==> config.mk <==
export PLATFORM = sky130hd
export DESIGN_NAME = ebi_master
export DESIGN_NICKNAME = d
export VERILOG_FILES = /design/src/rtl/ebi_master.sv
export SDC_FILE = /design/constraint.sdc
export NUM_CORES = 1
export LEC_CHECK = 0
export BUFFER_PORTS_ARGS = -buffer_cell sky130_fd_sc_hd__buf_2
export CAP_MARGIN = 20
export CORE_MARGIN = 8
export CORE_UTILIZATION = 51
export CTS_BUF_LIST = sky130_fd_sc_hd__clkbuf_8
export DETAILED_ROUTE_END_ITERATION = 8
export GPL_TIMING_DRIVEN = 1
export HOLD_SLACK_MARGIN = 0.1
export PLACE_DENSITY = 0.82
export SKIP_LAST_GASP = 1
export SLEW_MARGIN = 20
export SYNTH_ARGS = -nofsm -noshare
export SYNTH_HDL_FRONTEND = slang
export SYNTH_SLANG_ARGS = --single-unit
==> constraint.sdc <==
create_clock -name clk -period 5.5 [get_ports clk]
set_clock_uncertainty 0.15 [all_clocks]
set_input_delay 0.55 -clock clk [delete_from_list [all_inputs] [get_ports clk]]
set_output_delay 0.55 -clock clk [all_outputs]
set_load 0.02 [all_outputs]
==> src/rtl/ebi_master.sv <==
// rtl/ebi_master.sv - external bus interface master: one read/write per request with setup/strobe/hold timing
// Optional EBI_MASTER_TA_EN: synchronized ta_n extends the strobe, bounded by TIMEOUT strobe cycles.
module ebi_master #(
    parameter int SETUP_CYCLES = 1,
    parameter int WAIT_CYCLES  = 2,
    parameter int HOLD_CYCLES  = 1,
    parameter int TIMEOUT      = 255
) (
    input  logic        clk,
    input  logic        rst,
    input  logic        req_i,
    input  logic        wr_i,
    input  logic [21:0] addr_i,
    input  logic [3:0]  be_i,
    input  logic [31:0] wdata_i,
    output logic        busy_o,
    output logic        ack_o,
    output logic [31:0] rdata_o,
    output logic        err_o,
    output logic        cs_n,
    output logic        oe_n,
    output logic [3:0]  we_n,
    output logic        rd_wr,
    output logic [23:0] ebi_addr,
    output logic [31:0] data_o,
    output logic        data_oe,
    input  logic [31:0] data_i,
    input  logic        ta_n
);

    typedef enum logic [2:0] {IDLE, SETUP, STROBE, HOLD, DONE} state_t;

    localparam logic [3:0] SETUP_LD = 4'(SETUP_CYCLES - 1);
    localparam logic [3:0] WAIT_LD  = 4'(WAIT_CYCLES);
    localparam logic [3:0] HOLD_LD  = 4'(HOLD_CYCLES - 1);

    state_t      state_q, state_d;
    logic [3:0]  cnt_q, cnt_d;
    logic        wr_q, wr_d;
    logic [21:0] addr_q, addr_d;
    logic [3:0]  be_q, be_d;
    logic [31:0] wdata_q, wdata_d;
    logic        nop_q, nop_d;
    logic [31:0] rdata_q, rdata_d;
    logic        accept;
    logic        bus_d, strobe_d;

    logic        cs_n_q, oe_n_q, rd_wr_q, data_oe_q, busy_q, ack_q;
    logic [3:0]  we_n_q;
    logic [23:0] ebi_addr_q;
    logic [31:0] data_o_q;

`ifdef EBI_MASTER_TA_EN
    localparam logic [7:0] TO_LIM = 8'(TIMEOUT);
    logic       ta_s1_q, ta_s2_q;
    logic [7:0] tcnt_q, tcnt_d;
    logic       terr_q, terr_d;
    logic       err_q;
`else
    logic unused_cfg;
    assign unused_cfg = ta_n | (TIMEOUT > 255);
`endif

    always_comb begin
        state_d = state_q;
        cnt_d   = cnt_q;
        wr_d    = wr_q;
        addr_d  = addr_q;
        be_d    = be_q;
        wdata_d = wdata_q;
        nop_d   = nop_q;
        rdata_d = rdata_q;
        accept  = 1'b0;
`ifdef EBI_MASTER_TA_EN
        tcnt_d  = tcnt_q;
        terr_d  = terr_q;
`endif
        case (state_q)
            IDLE: accept = req_i;
            SETUP: begin
                // A write with no byte enables skips the bus entirely.
                if (nop_q) begin
                    state_d = DONE;
                end else if (cnt_q == 4'd0) begin
                    state_d = STROBE;
                    cnt_d   = WAIT_LD;
`ifdef EBI_MASTER_TA_EN
                    tcnt_d  = 8'd1;
`endif
                end else begin
                    cnt_d = cnt_q - 4'd1;
                end
            end
            STROBE: begin
                if (cnt_q != 4'd0) begin
                    cnt_d = cnt_q - 4'd1;
`ifdef EBI_MASTER_TA_EN
                    tcnt_d = tcnt_q + 8'd1;
`endif
                end
`ifdef EBI_MASTER_TA_EN
                else if (!ta_s2_q) begin
                    state_d = HOLD;
                    cnt_d   = HOLD_LD;
                    if (!wr_q) rdata_d = data_i;
                end else if (tcnt_q >= TO_LIM) begin
                    state_d = HOLD;
                    cnt_d   = HOLD_LD;
                    terr_d  = 1'b1;
                end else begin
                    tcnt_d = tcnt_q + 8'd1;
                end
`else
                else begin
                    state_d = HOLD;
                    cnt_d   = HOLD_LD;
                    if (!wr_q) rdata_d = data_i;
                end
`endif
            end
            HOLD: begin
                if (cnt_q == 4'd0) state_d = DONE;
                else               cnt_d   = cnt_q - 4'd1;
            end
            DONE: begin
                state_d = IDLE;
                accept  = req_i;
            end
            default: state_d = IDLE;
        endcase

        if (accept) begin
            state_d = SETUP;
            cnt_d   = SETUP_LD;
            wr_d    = wr_i;
            addr_d  = addr_i;
            be_d    = be_i;
            wdata_d = wdata_i;
            nop_d   = wr_i && (be_i == 4'h0);
`ifdef EBI_MASTER_TA_EN
            terr_d  = 1'b0;
`endif
        end
    end

    // Bus pins are registered from next-state values so they change on the same edge as the phase.
    assign bus_d    = (state_d == SETUP || state_d == STROBE || state_d == HOLD) && !nop_d;
    assign strobe_d = bus_d && (state_d == STROBE);

    always_ff @(posedge clk or posedge rst) begin
        if (rst) begin
            state_q    <= IDLE;
            cnt_q      <= 4'd0;
            wr_q       <= 1'b0;
            addr_q     <= 22'd0;
            be_q       <= 4'h0;
            wdata_q    <= 32'd0;
            nop_q      <= 1'b0;
            rdata_q    <= 32'd0;
            cs_n_q     <= 1'b1;
            oe_n_q     <= 1'b1;
            we_n_q     <= 4'hF;
            rd_wr_q    <= 1'b1;
            data_oe_q  <= 1'b0;
            ebi_addr_q <= 24'd0;
            data_o_q   <= 32'd0;
            busy_q     <= 1'b0;
            ack_q      <= 1'b0;
        end else begin
            state_q    <= state_d;
            cnt_q      <= cnt_d;
            wr_q       <= wr_d;
            addr_q     <= addr_d;
            be_q       <= be_d;
            wdata_q    <= wdata_d;
            nop_q      <= nop_d;
            rdata_q    <= rdata_d;
            cs_n_q     <= ~bus_d;
            oe_n_q     <= ~(strobe_d && !wr_d);
            we_n_q     <= (strobe_d && wr_d) ? ~be_d : 4'hF;
            rd_wr_q    <= bus_d ? ~wr_d : 1'b1;
            data_oe_q  <= bus_d && wr_d;
            ebi_addr_q <= {addr_d, 2'b00};
            data_o_q   <= (bus_d && wr_d) ? wdata_d : 32'd0;
            busy_q     <= (state_d == SETUP || state_d == STROBE || state_d == HOLD);
            ack_q      <= (state_d == DONE);
        end
    end

`ifdef EBI_MASTER_TA_EN
    always_ff @(posedge clk or posedge rst) begin
        if (rst) begin
            ta_s1_q <= 1'b1;
            ta_s2_q <= 1'b1;
            tcnt_q  <= 8'd0;
            terr_q  <= 1'b0;
            err_q   <= 1'b0;
        end else begin
            ta_s1_q <= ta_n;
            ta_s2_q <= ta_s1_q;
            tcnt_q  <= tcnt_d;
            terr_q  <= terr_d;
            err_q   <= (state_d == DONE) && terr_d;
        end
    end
    assign err_o = err_q;
`else
    assign err_o = 1'b0;
`endif

    assign busy_o   = busy_q;
    assign ack_o    = ack_q;
    assign rdata_o  = rdata_q;
    assign cs_n     = cs_n_q;
    assign oe_n     = oe_n_q;
    assign we_n     = we_n_q;
    assign rd_wr    = rd_wr_q;
    assign ebi_addr = ebi_addr_q;
    assign data_o   = data_o_q;
    assign data_oe  = data_oe_q;

endmodule

# After elaboration in Yosys (flattened, before gate mapping)
# Index checks and enable logic that the tools add are counted.
# totals
reg_bits	141
inputBits	95
output_inout_bits	99
elab_cells	71
# classes
n_addsub	1
eq_ne	10
muxes	20
bitwise	6
n_reduce_logical	18
# op_table
op	count
two-way mux 32 bit	2
two-way mux 4 bit	7
two-way mux 3 bit	5
== test 3 x 2 -> 1 bit, second input constant	4
one-hot mux 3 bit (4 select lines)	1
one-hot mux 4 bit (3 select lines)	1
zero test 4 bit	2
nonzero test 4 bit	2
== test 3 x 1 -> 1 bit, second input constant	2
== test 3 bit, second input constant	2
logical AND 1 bit	6
inequality test 3 bit, second input constant	2
AND reduction 3 bit	2
inverter 1 bit	5
two-way mux 1 bit	4
inverter 4 bit	1
subtractor 4 x 1 -> 4 bit, second input constant	1
zero test 3 bit	1
zero test 1 bit	2
logical OR 1 bit	2
OR reduction 2 bit	1

# Logic depth before layout (Yosys ltp)
# Gate-level depths: netlist (run 1).
# logic_depth
ltp_word	12
ltp_mapped	8
mapped_depth_nobuf	6

# Worst setup path before layout (run 1)
# No wires, ideal clock.
# synth_path
kind	register -> register
from	reg cnt_q[0]
to	reg rdata_q[0], in the netlist rdata_o[0]
setup_ps	125
t_arrival_ps	1779
required_ps	5225
path_slack_ps	3447
path_stages_with_launch	8
n_path_buf	1
synth_period_minus_slack_ps	2053
path_cell_list	dfrtp_1 -> inv_1 -> ha_1 -> nor3b_2 -> nand2_1 -> nor2_2 -> buf_4 -> mux2_2
# synth_between
elab_chain_len	3
# synth_lines
element	line	source
start, declared	38	logic [3:0] cnt_q, cnt_d;
start signal, assigned	171	cnt_q <= cnt_d;
nonzero test 4 bit	95	if (cnt_q != 4'd0) begin
inverter 1 bit (no source line)	n/a	
AND reduction 3 bit (no source line)	n/a	
end signal, assigned	177	rdata_q <= rdata_d;
end, declared	44	logic [31:0] rdata_q, rdata_d;
# No other way between the ends.
# A chain may end at the register's enable or synchronous reset.

# Worst setup path after layout (run 1)
# layout_path
from	reg state_q[1]
to	reg data_o_q[26], in the netlist data_o[26]
# layout_between
word_cells_on_any_way	25
cone_classes	eq/ne: 7; mux: 11; reduce/logical: 7
# layout_lines
element	line	source
start, declared	37	state_t state_q, state_d;
start signal, assigned	170	state_q <= state_d;
== test 3 bit / zero test 3 bit (equally long branches)	78	case (state_q)
OR reduction 2 bit (no source line) (*)	n/a	
two-way mux 1 bit (*)	78	
two-way mux 1 bit (*)	132	if (accept) begin
net wr_d	39	logic wr_q, wr_d;
logical AND 1 bit (*)	184	data_o_q <= (bus_d && wr_d) ? wdata_d : 32'd0;
two-way mux 32 bit (*)	184	
end signal, assigned	184	
end, declared	51	logic [31:0] data_o_q;
# Mark *: on every way through the listed nets, which the timed path passes. The rest lies on a longest branch.

==> results of run 1 <==
[routing by layer]
| metal | part of all wire [%] | vias to the layer above |
|---|---|---|
| met5 | 0.097 | - |
| met4 | 0.84 | 2 |
| met3 | 7.8 | 10 |
| met2 | 49 | 144 |
| met1 | 42 | 1849 |
| li1 | - | 1862 |
[cell usage after synthesis]
| cell type | n | area share [%] |
|---|---|---|
| nand2_1 | 183 | 13 |
| dfrtp_1 | 134 | 64 |
| a21oi_1 | 35 | 3.3 |
| mux2_2 | 29 | 6.2 |
| clkbuf_1 | 12 | 0.85 |
| dfstp_2 | 7 | 3.5 |
| buf_4 | 6 | 0.85 |
| inv_1 | 5 | 0.36 |
| buf_6 | 4 | 0.85 |
| mux2_1 | 4 | 0.85 |
| nand3b_1 | 4 | 0.57 |
| nor3b_1 | 4 | 0.57 |
| buf_2 | 3 | 0.28 |
| mux2i_1 | 3 | 0.57 |
| ha_1 | 2 | 0.47 |
| nor2b_1 | 2 | 0.24 |
| nor3_1 | 2 | 0.19 |
| xor2_1 | 2 | 0.33 |
| a211oi_1 | 1 | 0.14 |
| a21o_1 | 1 | 0.14 |
| a221oi_1 | 1 | 0.17 |
| a32o_1 | 1 | 0.19 |
| and3b_1 | 1 | 0.17 |
| buf_1 | 1 | 0.071 |
| conb_1 | 1 | 0.071 |
| mux2_4 | 1 | 0.28 |
| nand2b_1 | 1 | 0.12 |
| nand3_1 | 1 | 0.095 |
| nand4bb_1 | 1 | 0.21 |
| nor2_1 | 1 | 0.071 |
| nor2_2 | 1 | 0.12 |
| nor3b_2 | 1 | 0.24 |
| nor4_1 | 1 | 0.12 |
| nor4b_2 | 1 | 0.28 |
| o311ai_0 | 1 | 0.17 |
| o31ai_2 | 1 | 0.24 |
| or3_1 | 1 | 0.12 |
| or3b_1 | 1 | 0.17 |
| or3b_4 | 1 | 0.21 |
[flip-flops by register name, indices dropped and copies added (netlist names)]
name,flops
rd_wr,1
wdata_q,32
rdata_o,32
nop_q,1
cnt_q,4
cs_n,1
wr_q,1
data_o,32
ack_o,1
ebi_addr,22
state_q,3
data_oe,1
we_n,4
busy_o,1
be_q,4
oe_n,1
[cells by family after synthesis]
| logic type | Yosys count | share of synthesized area (%) |
|---|---|---|
| fa+ha+maj | 2 | 0.474 |
| simple gates | 207 | 16.5 |
| mux | 37 | 7.90 |
| buf+inv | 31 | 3.27 |
| other cells | 1 | 0.0711 |
| flops | 141 | 67.1 |
| xor+xnor | 2 | 0.332 |
| compound gates | 41 | 4.37 |
[area by class of cell]
class                      count  area share [%]
clock inverter                14            3.64
timing repair buffer         194            14.5
sequential                   141            52.0
multi-input combinational    292            23.4
clock buffer                  18            3.64
tap                          136            2.50
inverter                       5           0.349
[worst max-delay path by stage]
| stage | endpoint | startpoint |
|---|---|---|
| CTS | data_o[3] | state_q[1] |
| global route | data_o[17] | state_q[1] |
| finish | data_o[26] | state_q[1] |
| global placement | we_n[2] | req_i |
| detailed placement | data_o[17] | req_i |
| floorplan | ack_o | rst |
[critical path, delay by kind of cell, from the launching register on]
family	cells	cell delay, ns
muxes	1	0.43
and+or+nand+nor	1	0.73
AOI/OAI and AO/OA	2	0.16
buffers and inverters	1	0.40
DFF	1	0.50
[through the flow]
| step | hold slack (ns) | setup slack (ns) |
|---|---|---|
| final | 0.166 | 2.96 |
| after global routing | 0.140 | 2.73 |
| after detailed placement | 0.307 | 2.78 |
| after CTS | 0.137 | 2.87 |
| after global placement | 0.301 | 2.84 |
| after floorplan | 0.289 | 1.03 |
[timing repair]
item,in CTS,in global routing
gates resized for setup,0,0
endpoints found under the hold margin,63,0
setup buffers,0,0
hold buffers,1,0
[cell usage in the layout, fill, tap and decap left out, drive strengths merged, types with 2 or more instances in the layout]
cell type / n
buf: 193
bufinv: 7
clkinv: 2
clkbuf: 18
mux2i: 3
nor3b: 5
nand3b: 4
inv: 10
nand2: 183
dfstp: 7
ha: 2
conb: 3
mux2: 34
dfrtp: 134
a21oi: 35
or3b: 2
xor2: 2
nor3: 2
nor2b: 2
nor2: 2
[power groups by stage]
stage | sequential, W | clock (W) | combinational [W]
after floorplan | 0.00204 | 0 | 0.000670
after global placement | 0.00167 | 0 | 0.00148
after detailed placement | 0.00170 | 0 | 0.00153
after CTS | 0.00168 | 0.00103 | 0.00153
after global routing | 0.00173 | 0.00107 | 0.00166
final | 0.00168 | 0.00101 | 0.00151
==> summary.md, run 1 <==
| Metric | Value |
|---|---|
| Die ar. | 13900 sq um |
| Vias in the first global route | 4139 |
| Max Clock Freq | 394 MHz |
| Met1 Usage GRT | 21.2% |
| Worst Path Max Fanout | 66 |
| Share of layout cells above drive strength 1 | 39.9% |
| RSZ-0062 raised after global routing | no |
| Design Power | 0.00419 W |
| Largest stage delay, worst path | 0.73 ns |
| Avg Cell Area, Syn | 11.4 sq um |
| Worst reg2reg endpoint | data_o[26] |
| Worst Reg-to-Reg Cells | 5 |
| Final std cells w/o fill | 800 |
| Dpl cell area | 6290 sq um |
| Mapped Area | 5270 sq um |
| CP Class | reg -> reg |
| Clk sink count | 141 |
| Largest net degree at the start of global routing | 74 |
| Tightest Pin Transition | 0.890 ns |
| R2R Path Start | state_q[1] |
| Worst-path clk slew | 0.07 ns |
| Combinational share of power | 36.0% |
| Drt wl/cell | 15.4 um |
| CORE AREA | 10200 sq um |
| Starting density of the core | 51.8% |
| Total negative slack | 0 ns |
| Yosys warning total | 0 |
| Clock Power Share | 24.1% |
| Gr usage total | 18.2% |
| Final hold vios | 0 |
| Startpoint Class | flop |
| DRT iter0 DRCs | 204 |
| First-pass DRT Iterations | 4 |
| Root Driver | clkbuf_8 |
| CP max-delay cell | or3b_4 |
| Power per cell area | 616 nW/um^2 |
| Routing usage on met3 | 7.29% |
| CP required | 5.63 ns |
| Multi-input gate area | 1590 sq um |
| CTS Buffer Depth | 2 |
| Power Internal | 0.00266 W |
| Fill cells | 768 |
| I/O Pins | 194 |
| Total of max-cap violations | 0 |
| Initial antenna violation count | 1 |
| Min-delay src | addr_i[13] |
| Sw frac | 36.6% |
| Post-DP HPWL | 8.79 mm |
| Synth Instances | 462 |
| Post-DRT Antenna Nets | 0 |
| Status | finished clean |
| Hold EP | ebi_addr[15] |
| # rows | 37 |
| Die Wd | 118 um |
| Design area | 6800 sq um |
| Clk_lat worst skew | 0.41 ns |
| P&R area growth vs syn | 29.0% |
| Final period utilization | 46.2% |
| Seq/Total Area, Yosys | 67.1% |
| Distinct cells, synth | 39 |
| Sequential power share | 40.0% |
| N_diodes | 0 |
| DIE HEIGHT | 118 um |
| TritonCTS Buffers | 17 |
| DRC | 0 |
| Reg2Reg Setup Slack | 2.96 ns |
| Synth Register Bits | 141 |
| Via density | 4.83 |
| Final #Nets | 748 |
| Crit path time final | 2.54 ns |
| WL final | 12.3 mm |
| Busiest grt layer | met2 |
| Grt ovf | 0 |
| Final Util | 66.8% |
| Pins Over Slew Limit | 0 |
| CTS tree | yes |
| HP Class | in -> reg |
| VDD IR max | 0.295 mV |
| First-pass GRT wire length | 20.5 mm |
| Sequential cell area | 3540 sq um |
| Pleak | 3.83 nW |
| Port Buffer Count | 189 |
| Final setup violation count | 0 |
| Switching power | 0.00153 W |
| CP arrival | 2.67 ns |
| H-Tree Depth | 4 |
| # placed instances | 767 |
| Critical path endpoint category | flop |
| Routability cong. | 0.833 |
| Met2 track demand over resource | 30.3% |
| Routed via count | 3867 |
| CP Cell Sequence | or3b_4 > mux2_4 > o31ai_4 > buf_4 > a21oi_1 |
| Worst hold path depth | 3 |
| Rel. slew slack | 40.6% |
Power figures use the tool's default switching activity.
==> inputs of run 2 (changes only) <==
clock period = 2.55 ns   (was 5.5 ns; I/O delays follow)
==> run 2 against run 1 <==
Effect of this change: highest routed layer is now met4; combinational power is 140% higher; setup slack worse by 2.8 ns; power is 110% higher; clock-buffer cell count is 2 higher; largest power group unchanged; critical path type unchanged; design area is 13% higher; global-route usage is 4.7 points higher.
==> summary.md, run 2 (synthesized netlist as in run 1, its figures left out) <==
| Metric | Value |
|---|---|
| Status | finished clean |
| VDD IR max | 0.594 mV (+100%) |
| Critical path endpoint category | flop |
| PostCTS Resize Cnt | 0 (unchanged) |
| Vias in the first global route | 4945 (+19%) |
| WL final | 15.6 mm (+27%) |
| Total of max-cap violations | 0 (unchanged) |
| Postcts setup bufs | 0 (unchanged) |
| Setup slack at placement | -0.0508 ns (-2.83 ns) |
| Design area | 7720 sq um (+13%) |
| Post-DRT Antenna Nets | 0 (unchanged) |
| CP arrival | 2.50 ns (-0.17 ns) |
| I/O Pins | 194 (unchanged) |
| RSZ-0062 raised after global routing | yes |
| CTS Buffer Depth | 2 (unchanged) |
| First-pass GRT wire length | 25.3 mm (+23%) |
| HP Class | in -> reg |
| P&R area growth vs syn | 46.4% |
| Initial antenna violation count | 4 (+3) |
| TritonCTS Buffers | 17 (unchanged) |
| Commonest non-fill, non-tap cell in the layout | buf_2 |
| Commonest non-fill, non-tap cells in the layout | buf_2 (189), nand2_1 (183), dfrtp_1 (134), dlygate4sd3_1 (93), a21oi_1 (35) |
| # rows | 37 (unchanged) |
| Routability cong. | 0.789 (-5.3%) |
| Tightest Pin Transition | 1.08 ns (+0.188 ns) |
| Final hold vios | 0 (unchanged) |
| CP Class | reg -> reg |
| Final #Nets | 851 (+14%) |
| Pins Over Slew Limit | 0 (unchanged) |
| Worst hold margin | 0.287 ns (+0.121 ns) |
| Pleak | 4.19 nW (+9.6%) |
| Power per cell area | 1160 nW/um^2 (+88%) |
| Port Buffer Count | 189 (unchanged) |
| Final setup violation count | 0 (unchanged) |
| Final period utilization | 93.7% (+48 points) |
| Clk_lat worst skew | 0.42 ns (about the same) |
| Root Driver | clkbuf_8 |
| DRC | 0 (unchanged) |
| Startpoint Class | flop |
| Rel. slew slack | 27.7% (-13 points) |
| Fill cells | 661 (-14%) |
| First-pass DRT Iterations | 4 (unchanged) |
| Worst Path Max Fanout | 13 (-80%) |
| CORE AREA | 10200 sq um (unchanged) |
| Worst-path clk slew | 0.08 ns (about the same) |
| Drt wl/cell | 17.2 um (+12%) |
| Post-DP HPWL | 8.99 mm (+2.3%) |
| DRT iter0 DRCs | 224 (+9.8%) |
| Starting density of the core | 51.8% (unchanged) |
| Crit path time final | 2.39 ns (-0.149 ns) |
| Die Wd | 118 um (unchanged) |
| Routed via count | 4453 (+15%) |
| DIE HEIGHT | 118 um (unchanged) |
| Largest net degree at the start of global routing | 142 (+92%) |
| PnR worst setup slack | 0.160 ns (-2.80 ns) |
| CP required | 2.66 ns (-2.97 ns) |
| Clk sink count | 141 (unchanged) |
| Max Clock Freq | 418 MHz (+6.2%) |
| CTS tree | yes |
| Die ar. | 13900 sq um (unchanged) |
| H-Tree Depth | 4 (unchanged) |
| Design Power | 0.00894 W (+110%) |
| Dpl cell area | 6380 sq um (+1.4%) |
| Grt ovf | 0 (unchanged) |
| Via density | 4.91 (+1.6%) |
| Final Util | 75.8% (+9.0 points) |
| Share of layout cells above drive strength 1 | 36.4% (-3.5 points) |
| Gr usage total | 22.9% (+4.7 points) |
[run 2: final timing paths]
path / start / cells after the start / slack (ns) / endpoint
setup / recovery: cnt_q[0] / 6 / 0.16 / data_o[6]
hold / removal: req_i / 5 / 0.29 / ebi_addr[7]
setup reg to reg: cnt_q[0] / 6 / 0.16 / data_o[6]
hold reg to reg: wdata_q[4] / 2 / 0.32 / wdata_q[4]
max in group asynchronous: rst / 4 / 1.29 / busy_o
min in group asynchronous: rst / 4 / 0.45 / rdata_o[14]
[run 2: worst max-delay path, stage by stage (launching register included)]
cell and delay (ns):
dfrtp_1 0.38, inv_1 0.12, ha_1 0.18, nand4bb_1 0.12
and3b_1 0.28, o31ai_2 0.91, a21oi_1 0.09
[run 2: through the flow]
step | instances | TNS (ns)
after floorplan | 464 | 0
after global placement | 777 | -1.11
after detailed placement | 777 | -0.462
after CTS | 902 | 0
after global routing | 907 | 0
final | 907 | 0
[run 2: final cells by class]
| class | count | area [sq um] | share of cell area (%) |
|---|---|---|---|
| multi-input cells | 293 | 1600 | 20.7 |
| diodes | 4 | 10.0 | 0.130 |
| well taps | 136 | 170 | 2.20 |
| clock inverters | 12 | 114 | 1.47 |
| repair buffers | 296 | 1990 | 25.8 |
| flip-flops and latches | 141 | 3540 | 45.8 |
| clock buffers | 20 | 275 | 3.57 |
| inverters | 5 | 22.5 | 0.292 |
[run 2: timing repair]
action                     4_1_cts  5_1_grt
hold endpoints to repair       263        0
hold buffers                    93        0
setup endpoints to repair        0       14
[run 2: where the power goes]
group          switching, W  internal (W)  total [W]  leakage [nW]
sequential         0.000439       0.00320    0.00364          1.82
combinational       0.00228       0.00132    0.00360          2.18
clock              0.000840      0.000857    0.00170         0.198
total               0.00356       0.00538    0.00894          4.19
[run 2: per-layer routing]
layer	vias up	wire, um	GRT usage, %
met5	-	0	0
met1	2163	6070	23.6
met4	0	384	10.9
met3	32	987	8.11
li1	2082	-	-
met2	176	8160	40.6
==> inputs of run 3 (changes only) <==
CORE_UTILIZATION = 49   (was 51)
CTS_BUF_LIST = sky130_fd_sc_hd__clkbuf_16   (was sky130_fd_sc_hd__clkbuf_8)
PLACE_DENSITY = 0.79   (was 0.82)
==> run 3 against run 2 <==
Effect of this change: utilization decreased by 1.8 points; design area increased by 2.1%; first-iteration DRC count decreased by 12%; cell count decreased by 0.66%; routed wire length decreased by 7.7%; maximum frequency increased by 13%; sequential power about the same; power increased by 6.8%; combinational power decreased by 3%; clock-buffer cell count decreased by 3; non-clock buffer count decreased by 5; critical endpoint is now rdata_o[0]; largest power group unchanged.
==> summary.md, run 3 (synthesized netlist as in run 1, its figures left out) <==
| Metric | Value |
|---|---|
| First-pass DRT Iterations | 4 (unchanged) |
| Port Buffer Count | 189 (unchanged) |
| Combinational share of power | 36.5% (-3.7 points) |
| Switching power | 0.00351 W (-1.3%) |
| Status | finished clean |
| H-Tree Depth | 4 (unchanged) |
| CP max-delay cell | dfrtp_1 |
| Die ar. | 14300 sq um (+3.5%) |
| Clock Power Share | 25.3% (+6.3 points) |
| Crit path time final | 2.12 ns (-0.273 ns) |
| Clk_lat worst skew | 0.41 ns (about the same) |
| Power per cell area | 1210 nW/um^2 (+4.6%) |
| CP required | 2.69 ns (+0.03 ns) |
| CTS Hold Bufs | 92 (-1.1%) |
| Pleak | 4.26 nW (+1.7%) |
| Setup slack at placement | 0.478 ns (+0.529 ns) |
| Share of layout cells above drive strength 1 | 35.5% (-0.90 points) |
| PostCTS Resize Cnt | 0 (unchanged) |
| Die Wd | 120 um (+1.7%) |
| Critical path endpoint category | flop |
| Routed via count | 4336 (-2.6%) |
| Post-DP HPWL | 8.93 mm (-0.74%) |
| Final setup violation count | 0 (unchanged) |
| First-pass GRT wire length | 23.6 mm (-6.5%) |
| Final period utilization | 83.0% (-11 points) |
| DRC | 0 (unchanged) |
| HP Class | in -> reg |
| CTS tree | yes |
| Total negative slack | 0 ns (unchanged) |
| Post-DRT Antenna Nets | 0 (unchanged) |
| Sequential power share | 38.2% (-2.6 points) |
| Routability cong. | 0.774 (-1.9%) |
| Worst Path Max Fanout | 32 (+19) |
| Fill cells | 686 (+3.8%) |
| PnR worst setup slack | 0.434 ns (+0.273 ns) |
| N_diodes | 0 (-4) |
| Final #Nets | 845 (-0.71%) |
| Largest stage delay, worst path | 0.52 ns (-0.39 ns) |
| I/O Pins | 194 (unchanged) |
| Via density | 4.81 (-2.0%) |
| VDD IR max | 0.701 mV (+18%) |
| Largest net degree at the start of global routing | 55 (-61%) |
| CP top delay family | simple AND/OR/NAND/NOR gates |
| Initial antenna violation count | 0 (-4) |
| Sw frac | 36.8% (-3.0 points) |
| Commonest non-fill, non-tap cells in the layout | buf_2 (189), nand2_1 (183), dfrtp_1 (134), dlygate4sd3_1 (92), a21oi_1 (35) |
| Grt ovf | 0 (unchanged) |
| Total of max-cap violations | 0 (unchanged) |
| Pins Over Slew Limit | 0 (unchanged) |
| Multi-input gate area | 1590 sq um (-0.78%) |
| Starting density of the core | 49.5% (-2.3 points) |
| Drt wl/cell | 16.0 um (-7.1%) |
| Clk sink count | 141 (unchanged) |
| Commonest non-fill, non-tap cell in the layout | buf_2 |
| TritonCTS Buffers | 17 (unchanged) |
| Root Driver | clkbuf_16 |
| CORE AREA | 10700 sq um (+4.6%) |
| # rows | 38 (+2.7%) |
| Vias in the first global route | 4677 (-5.4%) |
| Startpoint Class | flop |
| Rel. slew slack | 61.3% (+34 points) |
| Sequential cell area | 3540 sq um (unchanged) |
| WL final | 14.4 mm (-7.7%) |
| Postcts setup bufs | 0 (unchanged) |
| Tightest Pin Transition | 0.581 ns (-0.497 ns) |
| P&R area growth vs syn | 49.5% |
| Buf+Inv Stages, Crit Path | 1 (unchanged) |
| Final hold vios | 0 (unchanged) |
| DIE HEIGHT | 120 um (+1.7%) |
| # placed instances | 777 (unchanged) |
| Max Clock Freq | 473 MHz (+13%) |
| Design Power | 0.00954 W (+6.8%) |
| Final std cells w/o fill | 901 (-0.66%) |
| RSZ-0062 raised after global routing | no |
| Power Internal | 0.00603 W (+12%) |
| CP Class | reg -> reg |
| Gr usage total | 20.5% (-2.3 points) |
| Worst-path clk slew | 0.06 ns (-0.02 ns) |
| CP Cell Sequence | nor3b_1 > nand2_1 > nor2_2 > buf_4 > mux2_2 |
| DRT iter0 DRCs | 197 (-12%) |
| CP arrival | 2.25 ns (-0.25 ns) |
| CTS Buffer Depth | 2 (unchanged) |
[run 3: final cells by class]
class | count | share of cell area [%]
Sequential cell | 141 | 44.9
Timing Repair Buffer | 291 | 25.1
Multi-Input combinational cell | 292 | 20.1
Clock buffer | 17 | 5.40
Tap cell | 140 | 2.22
Clock inverter | 15 | 2.00
Inverter | 5 | 0.286
[run 3: worst paths after layout]
kind	from	endpoint	slack, ns	cells past startpoint
worst min-delay path	req_i	ebi_addr[18]	0.30	5
min in group asynchronous	rst	wdata_q[1]	0.34	3
worst min register to register	wdata_q[10]	wdata_q[10]	0.32	2
worst max-delay path	state_q[1]	rdata_o[0]	0.43	5
max in group asynchronous	rst	oe_n	1.21	4
worst max register to register	state_q[1]	rdata_o[0]	0.43	5
[run 3: worst min-delay path, delay by kind of cell]
family        cells  cell delay (ns)
buf+inv           2             0.30
simple gates      3             0.27
[run 3: routing by layer]
metal	GRT usage, %	vias to the layer above	share of wire [%]
li1	-	2062	-
met1	23.0	2089	40
met2	35.7	163	51
met3	7.14	22	8.0
met4	7.03	0	1.5
met5	0	-	0
[run 3: metrics by stage]
| step | hold slack (ns) | cell area, sq um | util [%] |
|---|---|---|---|
| after CTS | 0.284 | 7880 | 74.0 |
| final | 0.298 | 7880 | 74.0 |
| after global placement | 0.188 | 6380 | 59.9 |
| after detailed placement | 0.193 | 6380 | 59.9 |
| after global routing | 0.303 | 7880 | 74.0 |
| after floorplan | 0.210 | 5290 | - |
[run 3: power groups by stage]
stage / registers [W] / clock network (W) / logic [W]
2_1_floorplan: 0.00440 / 0 / 0.00145
3_3_place_gp: 0.00359 / 0 / 0.00326
3_5_place_dp: 0.00365 / 0 / 0.00336
4_1_cts: 0.00362 / 0.00246 / 0.00348
5_1_grt: 0.00375 / 0.00256 / 0.00378
6_report: 0.00365 / 0.00241 / 0.00348
